**src/rtl/uart_bridge_pkg.sv**
```systemverilog
// rtl/uart_bridge_pkg.sv - shared types and width helpers for the UART/AXI-stream bridge
package uart_bridge_pkg;

    typedef enum logic [1:0] {
        IDLE  = 2'd0,
        START = 2'd1,
        WAIT  = 2'd2
    } tx_state_e;

    // Width needed to hold an occupancy count of 0..depth inclusive.
    function automatic int level_width(input int depth);
        return $clog2(depth + 1);
    endfunction

    // Pointer width: one extra wrap bit so full and empty are distinguishable.
    function automatic int ptr_width(input int depth);
        return $clog2(depth) + 1;
    endfunction

endpackage

```
**src/rtl/axi_stream_if.sv**
```systemverilog
// rtl/axi_stream_if.sv - minimal AXI-stream style handshake bundle
interface axi_stream_if #(
    parameter int DATA_WIDTH = 8
);
    logic [DATA_WIDTH-1:0] tdata;
    logic                  tvalid;
    logic                  tready;

    modport master (output tdata, output tvalid, input tready);
    modport slave  (input tdata, input tvalid, output tready);
endinterface

```
**src/rtl/UART_wrapper.sv**
```systemverilog
// rtl/UART_wrapper.sv - serial UART core: LSB-first 8N1-style TX and RX with optional even parity
module UART_wrapper #(
    parameter int DATA_WIDTH  = 8,
    parameter int CLK_BITS    = 8,
    parameter int PARITY_BITS = 0,
    parameter int STOP_BITS   = 1
) (
    input  logic                  clk,
    input  logic                  rst_n,
    input  logic [CLK_BITS-1:0]   clk_per_bit,
    input  logic                  tx_en,
    input  logic [DATA_WIDTH-1:0] tx_data,
    output logic                  tx_busy,
    output logic                  tx_done,
    output logic                  uart_tx,
    input  logic                  uart_rx,
    output logic [DATA_WIDTH-1:0] rx_data,
    output logic                  rx_done,
    output logic                  RX_parityError
);
    localparam int TX_BITS = 1 + DATA_WIDTH + PARITY_BITS + STOP_BITS;
    localparam int TW      = $clog2(TX_BITS + 1);
    localparam int SW      = DATA_WIDTH + PARITY_BITS;
    localparam int RX_BITS = SW + 2;
    localparam int RW      = $clog2(RX_BITS + 1);

    logic [TX_BITS-1:0]  tx_frame;
    logic [TX_BITS-1:0]  tx_shift;
    logic [CLK_BITS-1:0] tx_cnt;
    logic [TW-1:0]       tx_left;
    logic                tx_bit_end;

    logic                rx_meta;
    logic                rx_sync;
    logic                rx_active;
    logic [CLK_BITS-1:0] rx_cnt;
    logic [RW-1:0]       rx_idx;
    logic [SW-1:0]       rx_shift;
    logic [SW-1:0]       rx_shift_next;
    logic                rx_mid;
    logic                rx_bit_end;

    // A divider of 0 behaves like 1: every clock ends a bit.
    assign tx_bit_end    = ({1'b0, tx_cnt} + (CLK_BITS+1)'(1)) >= {1'b0, clk_per_bit};
    assign rx_bit_end    = ({1'b0, rx_cnt} + (CLK_BITS+1)'(1)) >= {1'b0, clk_per_bit};
    assign rx_mid        = (rx_cnt == (clk_per_bit >> 1));
    assign rx_shift_next = {rx_sync, rx_shift[SW-1:1]};
    assign uart_tx       = tx_busy ? tx_shift[0] : 1'b1;

    // Whole TX frame, bit 0 first on the wire: start, data, optional parity, stop bits.
    always_comb begin
        tx_frame = '1;
        tx_frame[0] = 1'b0;
        tx_frame[DATA_WIDTH:1] = tx_data;
        if (PARITY_BITS != 0) tx_frame[DATA_WIDTH+1] = ^tx_data;
    end

    // TX shifter: one frame bit per clk_per_bit clocks, done pulses as busy drops.
    always_ff @(posedge clk or negedge rst_n) begin
        if (!rst_n) begin
            tx_busy  <= 1'b0;
            tx_done  <= 1'b0;
            tx_shift <= '1;
            tx_cnt   <= '0;
            tx_left  <= '0;
        end else begin
            tx_done <= 1'b0;
            if (!tx_busy) begin
                if (tx_en) begin
                    tx_busy  <= 1'b1;
                    tx_shift <= tx_frame;
                    tx_cnt   <= '0;
                    tx_left  <= TW'(TX_BITS);
                end
            end else if (tx_bit_end) begin
                tx_cnt   <= '0;
                tx_shift <= {1'b1, tx_shift[TX_BITS-1:1]};
                tx_left  <= tx_left - TW'(1);
                if (tx_left == TW'(1)) begin
                    tx_busy <= 1'b0;
                    tx_done <= 1'b1;
                end
            end else begin
                tx_cnt <= tx_cnt + CLK_BITS'(1);
            end
        end
    end

    // Two-flop synchroniser on the RX pin, idling high.
    always_ff @(posedge clk or negedge rst_n) begin
        if (!rst_n) begin
            rx_meta <= 1'b1;
            rx_sync <= 1'b1;
        end else begin
            rx_meta <= uart_rx;
            rx_sync <= rx_meta;
        end
    end

    // RX sampler: mid-bit sampling, false starts rejected, done raised mid stop bit.
    always_ff @(posedge clk or negedge rst_n) begin
        if (!rst_n) begin
            rx_active      <= 1'b0;
            rx_cnt         <= '0;
            rx_idx         <= '0;
            rx_shift       <= '0;
            rx_data        <= '0;
            rx_done        <= 1'b0;
            RX_parityError <= 1'b0;
        end else begin
            rx_done <= 1'b0;
            if (!rx_active) begin
                if (!rx_sync) begin
                    rx_active <= 1'b1;
                    rx_cnt    <= '0;
                    rx_idx    <= '0;
                end
            end else begin
                rx_cnt <= rx_bit_end ? '0 : rx_cnt + CLK_BITS'(1);
                if (rx_mid) begin
                    if (rx_idx == '0) begin
                        if (rx_sync) rx_active <= 1'b0;
                        else         rx_idx    <= rx_idx + RW'(1);
                    end else if (rx_idx <= RW'(SW)) begin
                        rx_shift <= rx_shift_next;
                        rx_idx   <= rx_idx + RW'(1);
                    end else begin
                        rx_active      <= 1'b0;
                        rx_done        <= 1'b1;
                        rx_data        <= rx_shift[DATA_WIDTH-1:0];
                        RX_parityError <= (PARITY_BITS != 0) && (^rx_shift);
                    end
                end
            end
        end
    end

endmodule

```
**src/rtl/sync_fifo.sv**
```systemverilog
// rtl/sync_fifo.sv - first-word-fall-through synchronous FIFO with occupancy level
module sync_fifo
    import uart_bridge_pkg::*;
#(
    parameter int WIDTH = 8,
    parameter int DEPTH = 16
) (
    input  logic                            clk,
    input  logic                            rst_n,
    input  logic                            push,
    input  logic [WIDTH-1:0]                wdata,
    input  logic                            pop,
    output logic [WIDTH-1:0]                rdata,
    output logic                            full,
    output logic                            empty,
    output logic [level_width(DEPTH)-1:0]   level
);
    localparam int AW = $clog2(DEPTH);
    localparam int PW = ptr_width(DEPTH);
    localparam int LW = level_width(DEPTH);

    logic [WIDTH-1:0] mem [DEPTH];
    logic [PW-1:0]    wptr;
    logic [PW-1:0]    rptr;
    logic [PW-1:0]    diff;
    logic             do_push;
    logic             do_pop;

    // Full/empty come from the registered pointers, so a same-cycle pop never
    // makes room for a push into a full FIFO.
    assign do_push = push && !full;
    assign do_pop  = pop && !empty;
    assign diff    = wptr - rptr;
    assign level   = LW'(diff);
    assign full    = (level == LW'(DEPTH));
    assign empty   = (level == '0);
    assign rdata   = empty ? '0 : mem[rptr[AW-1:0]];

    // Pointer advance; reset empties the FIFO immediately.
    always_ff @(posedge clk or negedge rst_n) begin
        if (!rst_n) begin
            wptr <= '0;
            rptr <= '0;
        end else begin
            if (do_push) wptr <= wptr + PW'(1);
            if (do_pop)  rptr <= rptr + PW'(1);
        end
    end

    // Storage write; contents need no reset because rdata is masked while empty.
    always_ff @(posedge clk) begin
        if (do_push) mem[wptr[AW-1:0]] <= wdata;
    end

endmodule

```
**src/rtl/uart_axis_fifo_bridge.sv**
```systemverilog
// rtl/uart_axis_fifo_bridge.sv - FIFO-buffered bridge between AXI-stream ports and a UART core
module uart_axis_fifo_bridge
    import uart_bridge_pkg::*;
#(
    parameter int DATA_WIDTH  = 8,
    parameter int CLK_BITS    = 8,
    parameter int TX_DEPTH    = 16,
    parameter int RX_DEPTH    = 16,
    parameter int PARITY_BITS = 0,
    parameter int STOP_BITS   = 1
) (
    input  logic                              clk,
    input  logic                              rst_n,
    input  logic [CLK_BITS-1:0]               clk_per_bit,
    axi_stream_if.slave                       uart_in,
    axi_stream_if.master                      uart_out,
    output logic                              uart_tx,
    input  logic                              uart_rx,
    input  logic                              clear_status,
    output logic                              rx_overrun,
    output logic                              rx_parity_err,
    output logic [level_width(TX_DEPTH)-1:0]  tx_level,
    output logic [level_width(RX_DEPTH)-1:0]  rx_level
);
    tx_state_e             state;
    logic                  tx_en;
    logic [DATA_WIDTH-1:0] tx_data;
    logic                  tx_busy;
    logic                  tx_done;
    logic                  tx_full;
    logic                  tx_empty;
    logic                  tx_pop;
    logic [DATA_WIDTH-1:0] tx_head;

    logic                  rx_done;
    logic [DATA_WIDTH-1:0] rx_data;
    logic                  rx_perr_raw;
    logic                  rx_full;
    logic                  rx_empty;
    logic                  rx_push;
    logic                  parity_bad;
    logic                  overrun_evt;

    assign uart_in.tready  = !tx_full;
    assign tx_pop          = (state == START);
    assign uart_out.tvalid = !rx_empty;

    // Bytes with bad parity are dropped before the full check; only good bytes can overrun.
    assign parity_bad  = (PARITY_BITS != 0) && rx_perr_raw;
    assign rx_push     = rx_done && !parity_bad && !rx_full;
    assign overrun_evt = rx_done && !parity_bad && rx_full;

    sync_fifo #(.WIDTH(DATA_WIDTH), .DEPTH(TX_DEPTH)) u_tx_fifo (
        .clk   (clk),
        .rst_n (rst_n),
        .push  (uart_in.tvalid),
        .wdata (uart_in.tdata),
        .pop   (tx_pop),
        .rdata (tx_head),
        .full  (tx_full),
        .empty (tx_empty),
        .level (tx_level)
    );

    sync_fifo #(.WIDTH(DATA_WIDTH), .DEPTH(RX_DEPTH)) u_rx_fifo (
        .clk   (clk),
        .rst_n (rst_n),
        .push  (rx_push),
        .wdata (rx_data),
        .pop   (uart_out.tvalid && uart_out.tready),
        .rdata (uart_out.tdata),
        .full  (rx_full),
        .empty (rx_empty),
        .level (rx_level)
    );

    UART_wrapper #(
        .DATA_WIDTH  (DATA_WIDTH),
        .CLK_BITS    (CLK_BITS),
        .PARITY_BITS (PARITY_BITS),
        .STOP_BITS   (STOP_BITS)
    ) u_core (
        .clk            (clk),
        .rst_n          (rst_n),
        .clk_per_bit    (clk_per_bit),
        .tx_en          (tx_en),
        .tx_data        (tx_data),
        .tx_busy        (tx_busy),
        .tx_done        (tx_done),
        .uart_tx        (uart_tx),
        .uart_rx        (uart_rx),
        .rx_data        (rx_data),
        .rx_done        (rx_done),
        .RX_parityError (rx_perr_raw)
    );

    // TX drain FSM: one-cycle tx_en in START with the FIFO head, popped in the same cycle.
    always_ff @(posedge clk or negedge rst_n) begin
        if (!rst_n) begin
            state   <= IDLE;
            tx_en   <= 1'b0;
            tx_data <= '0;
        end else begin
            case (state)
                IDLE: begin
                    tx_en <= 1'b0;
                    if (!tx_empty && !tx_busy) begin
                        state   <= START;
                        tx_en   <= 1'b1;
                        tx_data <= tx_head;
                    end
                end
                START: begin
                    tx_en <= 1'b0;
                    state <= WAIT;
                end
                WAIT: begin
                    tx_en <= 1'b0;
                    if (tx_done) state <= IDLE;
                end
                default: begin
                    tx_en <= 1'b0;
                    state <= IDLE;
                end
            endcase
        end
    end

    // Sticky error flags; a new event in the same cycle as clear_status wins.
    always_ff @(posedge clk or negedge rst_n) begin
        if (!rst_n) begin
            rx_overrun    <= 1'b0;
            rx_parity_err <= 1'b0;
        end else begin
            rx_overrun    <= (rx_overrun && !clear_status) || overrun_evt;
            rx_parity_err <= (rx_parity_err && !clear_status) || (rx_done && parity_bad);
        end
    end

endmodule

```
**src/flat_wrapper.sv**
```systemverilog
// flat-port wrapper written by rule: the top's interface ports become plain ports
module uart_axis_fifo_bridge_flat import uart_bridge_pkg::*;
#(
    parameter int DATA_WIDTH  = 8,
    parameter int CLK_BITS    = 8,
    parameter int TX_DEPTH    = 16,
    parameter int RX_DEPTH    = 16,
    parameter int PARITY_BITS = 0,
    parameter int STOP_BITS   = 1
)
  (clk, rst_n, clk_per_bit, uart_tx, uart_rx, clear_status, rx_overrun, rx_parity_err, tx_level, rx_level, uart_in_tdata, uart_in_tvalid, uart_in_tready, uart_out_tdata, uart_out_tvalid, uart_out_tready);
  axi_stream_if #(.DATA_WIDTH(DATA_WIDTH)) uart_in_i ();
  axi_stream_if #(.DATA_WIDTH(DATA_WIDTH)) uart_out_i ();
  input  logic clk;
  input  logic rst_n;
  input  logic [CLK_BITS-1:0] clk_per_bit;
  output logic uart_tx;
  input  logic uart_rx;
  input  logic clear_status;
  output logic rx_overrun;
  output logic rx_parity_err;
  output logic [level_width(TX_DEPTH)-1:0] tx_level;
  output logic [level_width(RX_DEPTH)-1:0] rx_level;
  input wire logic [$bits(uart_in_i.tdata)-1:0] uart_in_tdata;
  input wire logic [$bits(uart_in_i.tvalid)-1:0] uart_in_tvalid;
  output wire logic [$bits(uart_in_i.tready)-1:0] uart_in_tready;
  output wire logic [$bits(uart_out_i.tdata)-1:0] uart_out_tdata;
  output wire logic [$bits(uart_out_i.tvalid)-1:0] uart_out_tvalid;
  input wire logic [$bits(uart_out_i.tready)-1:0] uart_out_tready;
  assign uart_in_i.tdata = uart_in_tdata;
  assign uart_in_i.tvalid = uart_in_tvalid;
  assign uart_in_tready = uart_in_i.tready;
  assign uart_out_tdata = uart_out_i.tdata;
  assign uart_out_tvalid = uart_out_i.tvalid;
  assign uart_out_i.tready = uart_out_tready;
  uart_axis_fifo_bridge #(.DATA_WIDTH(DATA_WIDTH), .CLK_BITS(CLK_BITS), .TX_DEPTH(TX_DEPTH), .RX_DEPTH(RX_DEPTH), .PARITY_BITS(PARITY_BITS), .STOP_BITS(STOP_BITS)) u_core (.clk(clk), .rst_n(rst_n), .clk_per_bit(clk_per_bit), .uart_in(uart_in_i), .uart_out(uart_out_i), .uart_tx(uart_tx), .uart_rx(uart_rx), .clear_status(clear_status), .rx_overrun(rx_overrun), .rx_parity_err(rx_parity_err), .tx_level(tx_level), .rx_level(rx_level));
endmodule
```
**config.mk**
```make
export PLATFORM = sky130hd
export DESIGN_NAME = uart_axis_fifo_bridge_flat
export DESIGN_NICKNAME = d
export VERILOG_FILES = /design/src/rtl/uart_bridge_pkg.sv /design/src/rtl/axi_stream_if.sv /design/src/rtl/UART_wrapper.sv /design/src/rtl/sync_fifo.sv /design/src/rtl/uart_axis_fifo_bridge.sv /design/src/flat_wrapper.sv
export SDC_FILE = /design/constraint.sdc
export NUM_CORES = 1
export LEC_CHECK = 0
export BUFFER_PORTS_ARGS = -buffer_cell sky130_fd_sc_hd__buf_2
export CAP_MARGIN = 20
export CORE_ASPECT_RATIO = 1.75
export CORE_UTILIZATION = 55
export CTS_CLUSTER_DIAMETER = 80
export DETAILED_ROUTE_END_ITERATION = 7
export GPL_TIMING_DRIVEN = 0
export PLACE_DENSITY = 0.69
export SLEW_MARGIN = 30
export SYNTH_ARGS = -nofsm -noshare
export SYNTH_HDL_FRONTEND = slang
export SYNTH_SLANG_ARGS = --single-unit
export TNS_END_PERCENT = 10
```
**constraint.sdc**
```tcl
create_clock -name clk -period 9.5 [get_ports clk]
set_input_delay 0.95 -clock clk [delete_from_list [all_inputs] [get_ports clk]]
set_output_delay 0.95 -clock clk [all_outputs]
set_load 0.05 [all_outputs]
```
==> reports/metrics.csv, run 1 <==
metric,value,unit
fmax,0.220,GHz
rsz0062_at_grt,no,
sw_frac_of_total,33.7,%
outcome,completed,
hp-class,input pin to asynchronous set/reset pin,
drt_wl_total,29900,µm
synth_top_area_cell,edfxtp_1,
drc,0,
synth_edf_count,256,
tightestPinTransition,0.918,ns
detail-route-antenna-nets,0,
skew,0.0129,ns
grt_pass1_vias,8675,
max_slew_margin,38.3,%
h-tree-depth,1,
yosysTopAreaCellShare,50.4,%
drv_cap,0,
clkTransAtPathRegs,0.07,ns
syn_area,15200,µm²
cp_max_fo,9,
dieArea,28400,µm²
gp_congestion,0.811,
grt_pass1_wl,46800,µm
netlist_instances,953,
maxSlewViolCount,0,
finalCritPeriodShare,48.0,%
power.switching,1.55,mW
intPower,3.06,mW
r2r-end,u_core.u_rx_fifo.mem[0][6]$_DFFE_PP_,
die_w,128,µm
cts_sinks,344,
critPathKind,flop to output pin,
worstRegToRegCells,10,
grt_use_total,22.0,%
drt-initial-drc-count,545,
yosysSeqAreaShare,65.0,%
hold_buffers,0,
grt_max_degree,54,
grt_remaining_overflow,0,
root_buffer,clkbuf_16,
worstPathRequired,8.55,ns
diodes,0,
area_growth,12.2,%
async_reset_ff_share,25.6,%
start_kind,flop,
wl_per_cell,20.9,µm
vias,8248,
vias_per_cell,5.76,
fin_tns_setup,0,ns
core,27200,µm²
cts_tree,done,
ys.warnings.count,0,
clockBufferDepth,3,
clkLatencyLatePin,0.56,ns
ir_drop,0.000221,V
clkPwrFrac,26.4,%
die_y,222,µm
end_kind,output pin,
fill_cells,2061,
setup_viol,0,
cts_setup_buffers,0,
worstPathArrival,3.61,ns
comb_power_share,32.3,%
synth_nets,1017,
start_util,56.0,%
synth.area.top_cells,"edfxtp_1 50%, dfrtp_1 13%, mux4_2 8.1%",
r2r_slack,5.69,ns
pwr-share-seq,41.3,%
boundaryPins,45,
static-leakage-power,6.14,nW
rows,80,
synth_flop_cell,edfxtp_1,
port_buffers,44,
utilization,62.8,%
fin_crit,4.56,ns
cts_buffers,30,
synth.distinct_cells,79,
antenna_found_initial,0,
drive_gt1_share,24.9,%
yosys_register_bits,344,
power.density,269,nW/µm²
syn_area_per_cell,16.0,µm²
cts_resized,0,
hold_viol_final,0,
place_hpwl,22400,µm
nets,1104,
timing.hold.ws,0.281,ns
dr.pass1.iters,5,
r2r-start,u_core.u_rx_fifo.rptr[1]$_DFFE_PN0P_,
-- synthesized netlist by cell type, types with 9 or more instances --
cell	instances
a211oi_1	9
a21oi_1	16
a221oi_1	9
buf_2	11
clkbuf_1	21
dfrtp_1	77
dfstp_2	11
edfxtp_1	256
ha_1	40
inv_1	49
mux2_2	33
mux2i_1	24
mux4_2	55
nand2_1	36
nand3_1	21
nand3b_1	10
nor2_1	31
nor2b_1	21
nor3_1	13
o211ai_1	11
o221ai_1	10
o31ai_1	9
xnor2_1	17
xor2_1	23
-- final cells by class --
type                       instances  area [µm²]  share of cell area, %
clock buffer                      38         822                   4.81
clock inverter                    18         175                   1.02
inverter                          51         191                   1.12
buffer                            45         246                   1.44
tap                              369         462                   2.70
sequential                       344        9900                   57.9
timing repair buffer              55         309                   1.81
multi-input combinational        513        4990                   29.2
-- placed cells by master (no fill, tap or decap), types with 7 or more instances in the layout --
| cell | n |
|---|---|
| a211oi_1 | 9 |
| a21oi_1 | 15 |
| a221oi_1 | 9 |
| a31oi_1 | 8 |
| buf_2 | 62 |
| buf_6 | 9 |
| clkbuf_1 | 26 |
| clkbuf_16 | 31 |
| dfrtp_1 | 77 |
| dfstp_2 | 11 |
| edfxtp_1 | 256 |
| ha_1 | 40 |
| inv_1 | 49 |
| mux2_2 | 33 |
| mux2i_1 | 24 |
| mux4_2 | 55 |
| nand2_1 | 36 |
| nand2b_1 | 7 |
| nand3_1 | 21 |
| nand3b_1 | 10 |
| nand4_1 | 7 |
| nor2_1 | 31 |
| nor2b_1 | 21 |
| nor3_2 | 8 |
| nor4b_2 | 8 |
| o211ai_1 | 11 |
| o21ai_0 | 7 |
| o221ai_1 | 10 |
| o22ai_1 | 8 |
| o31ai_1 | 9 |
| xnor2_1 | 17 |
| xor2_1 | 23 |
-- power by group through the flow --
stage	sequential, mW	clock [mW]	combinational [mW]
floorplan	1.89	0	1.17
global placement	1.93	0	1.46
detailed placement	1.93	0	1.50
CTS	1.90	1.24	1.51
global route	1.92	1.30	1.61
finish	1.90	1.22	1.49
-- registers in the layout, summed over array words and instances, names as in the netlist, 8 cells and up --
name / count
u_core.u_core.tx_cnt: 8
u_core.u_core.rx_cnt: 8
u_core.u_core.rx_data: 8
u_core.u_core.rx_shift: 8
u_core.u_tx_fifo.mem: 128
u_core.u_core.tx_shift: 9
u_core.u_rx_fifo.mem: 128
u_core.tx_data: 8
-- layer usage --
metal	vias up	track usage [%]	wire length, µm
li1	3865	-	-
met4	0	10.2	1190
met3	59	2.09	754
met5	-	0	0
met1	4173	21.5	10000
met2	151	44.5	18000
-- critical path, stage by stage (launching register included) --
cell      delay (ns)
dfrtp_1         0.33
clkbuf_1        0.49
inv_1           0.23
ha_1            0.41
nor2_1          0.05
a21oi_1         0.21
xor2_2          0.40
inv_2           0.19
nor2_2          0.41
nor2b_1         0.10
buf_2           0.23
-- logic make-up after synthesis --
group                    share of synthesized area, %
flip-flops                                       65.0
AND/OR/NAND/NOR                                  7.17
AO/OA/AOI/OAI                                    6.28
multiplexers                                     12.5
buffers and inverters                            2.87
XOR/XNOR                                         2.62
adder cells (fa/ha/maj)                          3.55
-- per-stage QoR --
stage / instances / power (mW) / area (µm²) / setup WS, ns
floorplan: 953 / 3.06 / 15200 / 5.54
global placement: 1366 / 3.39 / 15900 / 4.77
detailed placement: 1377 / 3.43 / 16100 / 5.47
CTS: 1433 / 4.65 / 17100 / 4.86
global route: 1433 / 4.83 / 17100 / 4.74
finish: 1433 / 4.61 / 17100 / 4.94
-- worst max-delay path by stage --
stage,from,to,slack (ns)
after floorplan,u_core.u_rx_fifo.wptr[0]$_DFFE_PN0P_,uart_out_tdata[0],5.54
after global placement,u_core.u_rx_fifo.rptr[1]$_DFFE_PN0P_,u_core.u_rx_fifo.mem[0][4]$_DFFE_PP_,4.77
after detailed placement,u_core.u_rx_fifo.rptr[3]$_DFFE_PN0P_,uart_out_tdata[2],5.47
after CTS,u_core.u_rx_fifo.rptr[3]$_DFFE_PN0P_,uart_out_tdata[6],4.86
after global routing,u_core.u_rx_fifo.rptr[3]$_DFFE_PN0P_,uart_out_tdata[0],4.74
final,u_core.u_rx_fifo.rptr[3]$_DFFE_PN0P_,uart_out_tdata[6],4.94
(Power assumes the default switching activity.)
==> run 2, diff against run 1 <==
==> constraint.sdc (replaced) <==
create_clock -name clk -period 4.7 [get_ports clk]
set_input_delay 0.47 -clock clk [delete_from_list [all_inputs] [get_ports clk]]
set_output_delay 0.47 -clock clk [all_outputs]
set_load 0.05 [all_outputs]
==> reports/metrics.csv, run 2 (synthesis results as in run 1) <==
metric,value,unit,change
outcome,completed,,unchanged
boundaryPins,45,,unchanged
crit_buf_inv,4,,unchanged
h-tree-depth,1,,unchanged
hold_viol_final,0,,unchanged
grt_remaining_overflow,0,,unchanged
grt_use_total,22.0,%,about the same
layout_commonest_cell,edfxtp_1,,unchanged
placedInstanceArea,16100,µm²,unchanged
wl_per_cell,20.9,µm,about the same
critical-path-top-delay-family,buffers and inverters,,unchanged
core,27200,µm²,unchanged
setup_viol,0,,unchanged
rsz0062_at_grt,no,,unchanged
place_hpwl,22400,µm,unchanged
cts_setup_buffers,0,,unchanged
tightestPinTransition,0.918,ns,about the same
final_cell_mix,"256 x edfxtp_1, 77 x dfrtp_1, 62 x buf_2",,unchanged
worstPathArrival,3.60,ns,was 3.61 ns
die_y,222,µm,unchanged
cts_tree,done,,unchanged
clockBufferDepth,3,,unchanged
vias_per_cell,5.74,,was 5.76
maxSlewViolCount,0,,unchanged
area_growth,12.3,%,was 12.2%
start_kind,flop,,unchanged
detail-route-antenna-nets,0,,unchanged
vias,8243,,was 8248
cts_resized,0,,unchanged
clkLatencyLatePin,0.56,ns,about the same
finalCritPeriodShare,86.5,%,
static-leakage-power,6.15,nW,was 6.14 nW
ir_drop,0.000447,V,was 0.000221 V
critPathMaxStageDelay,0.49,ns,about the same
worstPathRequired,4.23,ns,was 8.55 ns
cts_buffers,30,,unchanged
drv_cap,0,,unchanged
port_buffers,44,,unchanged
cp_max_fo,9,,unchanged
fin_cells,1435,,was 1433
dp_slack,0.825,ns,was 5.47 ns
cts_sinks,344,,unchanged
grt_max_degree,54,,unchanged
root_buffer,clkbuf_16,,unchanged
fin_crit,4.07,ns,
start_util,56.0,%,unchanged
nets,1106,,was 1104
gp_congestion,0.811,,unchanged
clkTransAtPathRegs,0.06,ns,was 0.07 ns
placed_cells,1377,,unchanged
drt_wl_total,29900,µm,about the same
hp-class,input pin to flop,,was input pin to asynchronous set/reset pin
setup_slack,0.632,ns,was 4.94 ns
drive_gt1_share,24.9,%,about the same
fmax,0.246,GHz,
end_kind,output pin,,unchanged
rows,80,,unchanged
die_w,128,µm,unchanged
antenna_found_initial,0,,unchanged
hold_buffers,2,,was 0
diodes,0,,unchanged
grt_pass1_wl,46800,µm,about the same
utilization,62.9,%,was 62.8%
drc,0,,unchanged
critPathKind,flop to output pin,,unchanged
fin_area,17100,µm²,about the same
power.density,544,nW/µm²,was 269 nW/µm²
path_cells,clkbuf_1 -> inv_1 -> ha_1 -> nor2_1 -> a21oi_1 -> xor2_2 -> inv_2 -> nor2_2 -> nor2b_1 -> buf_2,,unchanged
grt_pass1_vias,8681,,was 8675
dr.pass1.iters,6,,was 5
drt-initial-drc-count,480,,was 545
skew,0.0134,ns,was 0.0129 ns
cpMaxStageDelayCell,clkbuf_1,,unchanged
dieArea,28400,µm²,unchanged
max_slew_margin,38.5,%,was 38.3%
## run 2: cell count changes in the layout (fill, tap and decap cells not counted), sizes merged
cell,before,now
dlygate4sd3,0,2
## run 2: area by class of cell
type	count	area (µm²)
fillers	2062	10100
plain buffers	45	246
clock buffers	38	822
clock inverters	18	175
multi-input cells	513	4990
repair buffers	57	329
flip-flops and latches	344	9900
inverters	51	191
well taps	369	462
## run 2: final timing paths
kind                       depth (start not counted)                                  from                              endpoint  slack (ns)
max                                               10  u_core.u_rx_fifo.rptr[3]$_DFFE_PN0P_                     uart_out_tdata[6]        0.63
min in group asynchronous                          2                                 rst_n           u_core.rx_overrun$_DFF_PN0_        0.37
max reg2reg                                       10  u_core.u_rx_fifo.rptr[1]$_DFFE_PN0P_  u_core.u_rx_fifo.mem[0][6]$_DFFE_PP_        0.90
min                                                2                          clear_status        u_core.rx_parity_err$_DFF_PN0_        0.07
max in group asynchronous                          3                                 rst_n       u_core.u_core.rx_sync$_DFF_PN1_        3.69
min reg2reg                                        0       u_core.u_core.rx_meta$_DFF_PN1_       u_core.u_core.rx_sync$_DFF_PN1_        0.36
## run 2: per-layer routing
layer / GRT usage (%) / part of all wire, %
met5: 0 / 0
met4: 10.2 / 4.0
met3: 2.05 / 2.5
met2: 44.5 / 60
met1: 21.6 / 33
## run 2: power breakdown
part           total [mW]  internal (mW)  switching (mW)
Sequential           3.85           3.61           0.234
Combinational        3.00           1.16            1.84
Clock                2.46           1.40            1.06
## run 2: per-stage QoR
stage               power (mW)  setup TNS [ns]  hold WS [ns]
finish                    9.31               0        0.0710
global route              9.76               0        0.0667
CTS                       9.40               0        0.0529
detailed placement        6.94               0         0.349
global placement          6.85          -0.197         0.347
floorplan                 6.19               0         0.174
==> run 3, diff against run 2 <==
--- a/config.mk
+++ b/config.mk
@@ -11,8 +11,10 @@
 export CORE_UTILIZATION = 55
 export CTS_CLUSTER_DIAMETER = 80
 export DETAILED_ROUTE_END_ITERATION = 7
+export GPL_ROUTABILITY_DRIVEN = 1
 export GPL_TIMING_DRIVEN = 0
 export PLACE_DENSITY = 0.69
+export REMOVE_ABC_BUFFERS = 1
 export SLEW_MARGIN = 30
 export SYNTH_ARGS = -nofsm -noshare
 export SYNTH_HDL_FRONTEND = slang
==> reports/metrics.csv, run 3 (synthesis results as in run 1) <==
metric,value,unit,change
detail-route-antenna-nets,0,,unchanged
grt_max_degree,56,,was 54
worstRegToRegCells,9,,was 10
hold_viol_final,0,,unchanged
antenna_found_initial,0,,unchanged
fin_area,17000,µm²,was 17100 µm²
drt-initial-drc-count,692,,was 480
clockBufferDepth,3,,unchanged
placedInstanceArea,16000,µm²,was 16100 µm²
cts_tree,done,,unchanged
cts_sinks,344,,unchanged
rows,80,,unchanged
clkTransAtPathRegs,0.06,ns,about the same
boundaryPins,45,,unchanged
skew,0.00955,ns,was 0.0134 ns
worstPathRequired,4.91,ns,was 4.23 ns
wl_met3,722,µm,was 749 µm
r2r_slack,0.57,ns,was 0.90 ns
startpoint,u_core.u_tx_fifo.rptr[0]$_DFFE_PN0P_,,was u_core.u_rx_fifo.rptr[3]$_DFFE_PN0P_
drive_gt1_share,25.5,%,was 24.9%
max_slew_margin,38.7,%,was 38.5%
cts_setup_buffers,0,,unchanged
dieArea,28400,µm²,unchanged
nets,1064,,was 1106
root_buffer,clkbuf_16,,unchanged
start_util,56.0,%,unchanged
crit_path_end,u_core.u_tx_fifo.mem[7][3]$_DFFE_PP_,,was uart_out_tdata[6]
drv_cap,0,,unchanged
place_hpwl,20800,µm,was 22400 µm
drt_wl_total,29300,µm,was 29900 µm
drc,0,,unchanged
r2r-start,u_core.u_tx_fifo.rptr[0]$_DFFE_PN0P_,,was u_core.u_rx_fifo.rptr[1]$_DFFE_PN0P_
fill_cells,2032,,was 2062
port_buffers,44,,unchanged
grt_use_total,21.5,%,was 22.0%
static-leakage-power,6.09,nW,was 6.15 nW
clkLatencyLatePin,0.56,ns,about the same
wl_met2,17000,µm,was 18100 µm
grt_remaining_overflow,0,,unchanged
cp_max_fo,33,,was 9
fmax,0.242,GHz,was 0.246 GHz
die_y,222,µm,unchanged
area_growth,11.7,%,was 12.3%
utilization,62.5,%,was 62.9%
die_w,128,µm,unchanged
maxSlewViolCount,0,,unchanged
top_layer,met4,,unchanged
ir_drop,0.000478,V,was 0.000447 V
gp_congestion,0.809,,was 0.811
whs_path_depth,1,,was 2
core,27200,µm²,unchanged
drt-met1-wl,10700,µm,was 9930 µm
vias,8106,,was 8243
dr.pass1.iters,4,,was 6
fin_crit,4.13,ns,was 4.07 ns
finalCritPeriodShare,87.9,%,was 86.5%
diodes,0,,unchanged
rsz0062_at_grt,no,,unchanged
tightestPinTransition,0.913,ns,was 0.918 ns
start_kind,flop,,unchanged
grt_pass1_wl,46400,µm,was 46800 µm
critPathKind,flop to flop,,was flop to output pin
timing.hold.ws,0.0390,ns,was 0.0710 ns
hp-class,input pin to flop,,unchanged
end_kind,flop,,was output pin
power.density,548,nW/µm²,was 544 nW/µm²
p_total,9.34,mW,was 9.31 mW
r2r-end,u_core.u_tx_fifo.mem[7][3]$_DFFE_PP_,,was u_core.u_rx_fifo.mem[0][6]$_DFFE_PP_
setup_viol,0,,unchanged
worstPathArrival,4.34,ns,was 3.60 ns
cts_buffers,30,,unchanged
vias_per_cell,5.82,,was 5.74
wl_per_cell,21.1,µm,was 20.9 µm
layout_commonest_cell,edfxtp_1,,unchanged
final_cell_mix,"256 x edfxtp_1, 72 x dfrtp_1, 55 x mux4_2",,"was 256 x edfxtp_1, 77 x dfrtp_1, 62 x buf_2"
h-tree-depth,1,,unchanged
outcome,completed,,unchanged
grt_pass1_vias,8495,,was 8681
[run 3: report_power, final]
part	total, mW	internal (mW)	leakage [nW]	switching (mW)
logic	2.73	1.12	2.26	1.60
clock network	2.59	1.52	0.521	1.07
registers	4.03	3.62	3.32	0.410
[run 3: area by class of cell]
| type | instances | area [µm²] | area share (%) |
|---|---|---|---|
| Inverter | 51 | 191 | 1.12 |
| Multi-Input combinational cell | 513 | 5000 | 29.4 |
| Tap cell | 369 | 462 | 2.71 |
| Timing Repair Buffer | 60 | 397 | 2.33 |
| Clock buffer | 40 | 870 | 5.11 |
| Clock inverter | 16 | 190 | 1.12 |
| Sequential cell | 344 | 9910 | 58.2 |
[run 3: worst min path at each step]
stage / start / endpoint / slack, ns
4_1_cts: uart_rx / u_core.u_core.rx_meta$_DFF_PN1_ / 0.01
2_1_floorplan: rst_n / u_core.rx_overrun$_DFF_PN0_ / 0.17
5_1_grt: uart_rx / u_core.u_core.rx_meta$_DFF_PN1_ / 0.007
3_3_place_gp: u_core.u_core.rx_meta$_DFF_PN1_ / u_core.u_core.rx_sync$_DFF_PN1_ / 0.35
6_report: uart_rx / u_core.u_core.rx_meta$_DFF_PN1_ / 0.04
3_5_place_dp: u_core.u_core.rx_meta$_DFF_PN1_ / u_core.u_core.rx_sync$_DFF_PN1_ / 0.35
[run 3: repair_timing]
action / 4_1_cts / 5_1_grt
endpoints found under the hold margin: 27 / 0
resized for setup: 0 / 0
hold buffers: 1 / 0
[run 3: metal layers]
layer  GRT usage, %  vias up
li1               -     3795
met4           8.27        0
met3           2.24       48
met1           23.3     4141
met2           41.9      122
met5              0        -
[run 3: worst max-delay path, stage by stage, from the launching register on]
cell	delay, ns
dfrtp_4	0.68
buf_12	0.29
ha_1	0.21
inv_1	0.06
fa_1	0.47
nand3b_1	0.18
a211o_1	0.31
a211oi_2	0.43
nand2b_1	0.72
nor2_1	0.42
[run 3: through the flow]
stage / instances / TNS (ns) / setup slack [ns]
floorplan: 908 / -23.44 / -0.586
global placement: 1321 / -218.83 / -1.92
detailed placement: 1336 / 0 / 0.323
CTS: 1393 / 0 / 0.300
global route: 1393 / 0 / 0.296
finish: 1393 / 0 / 0.569
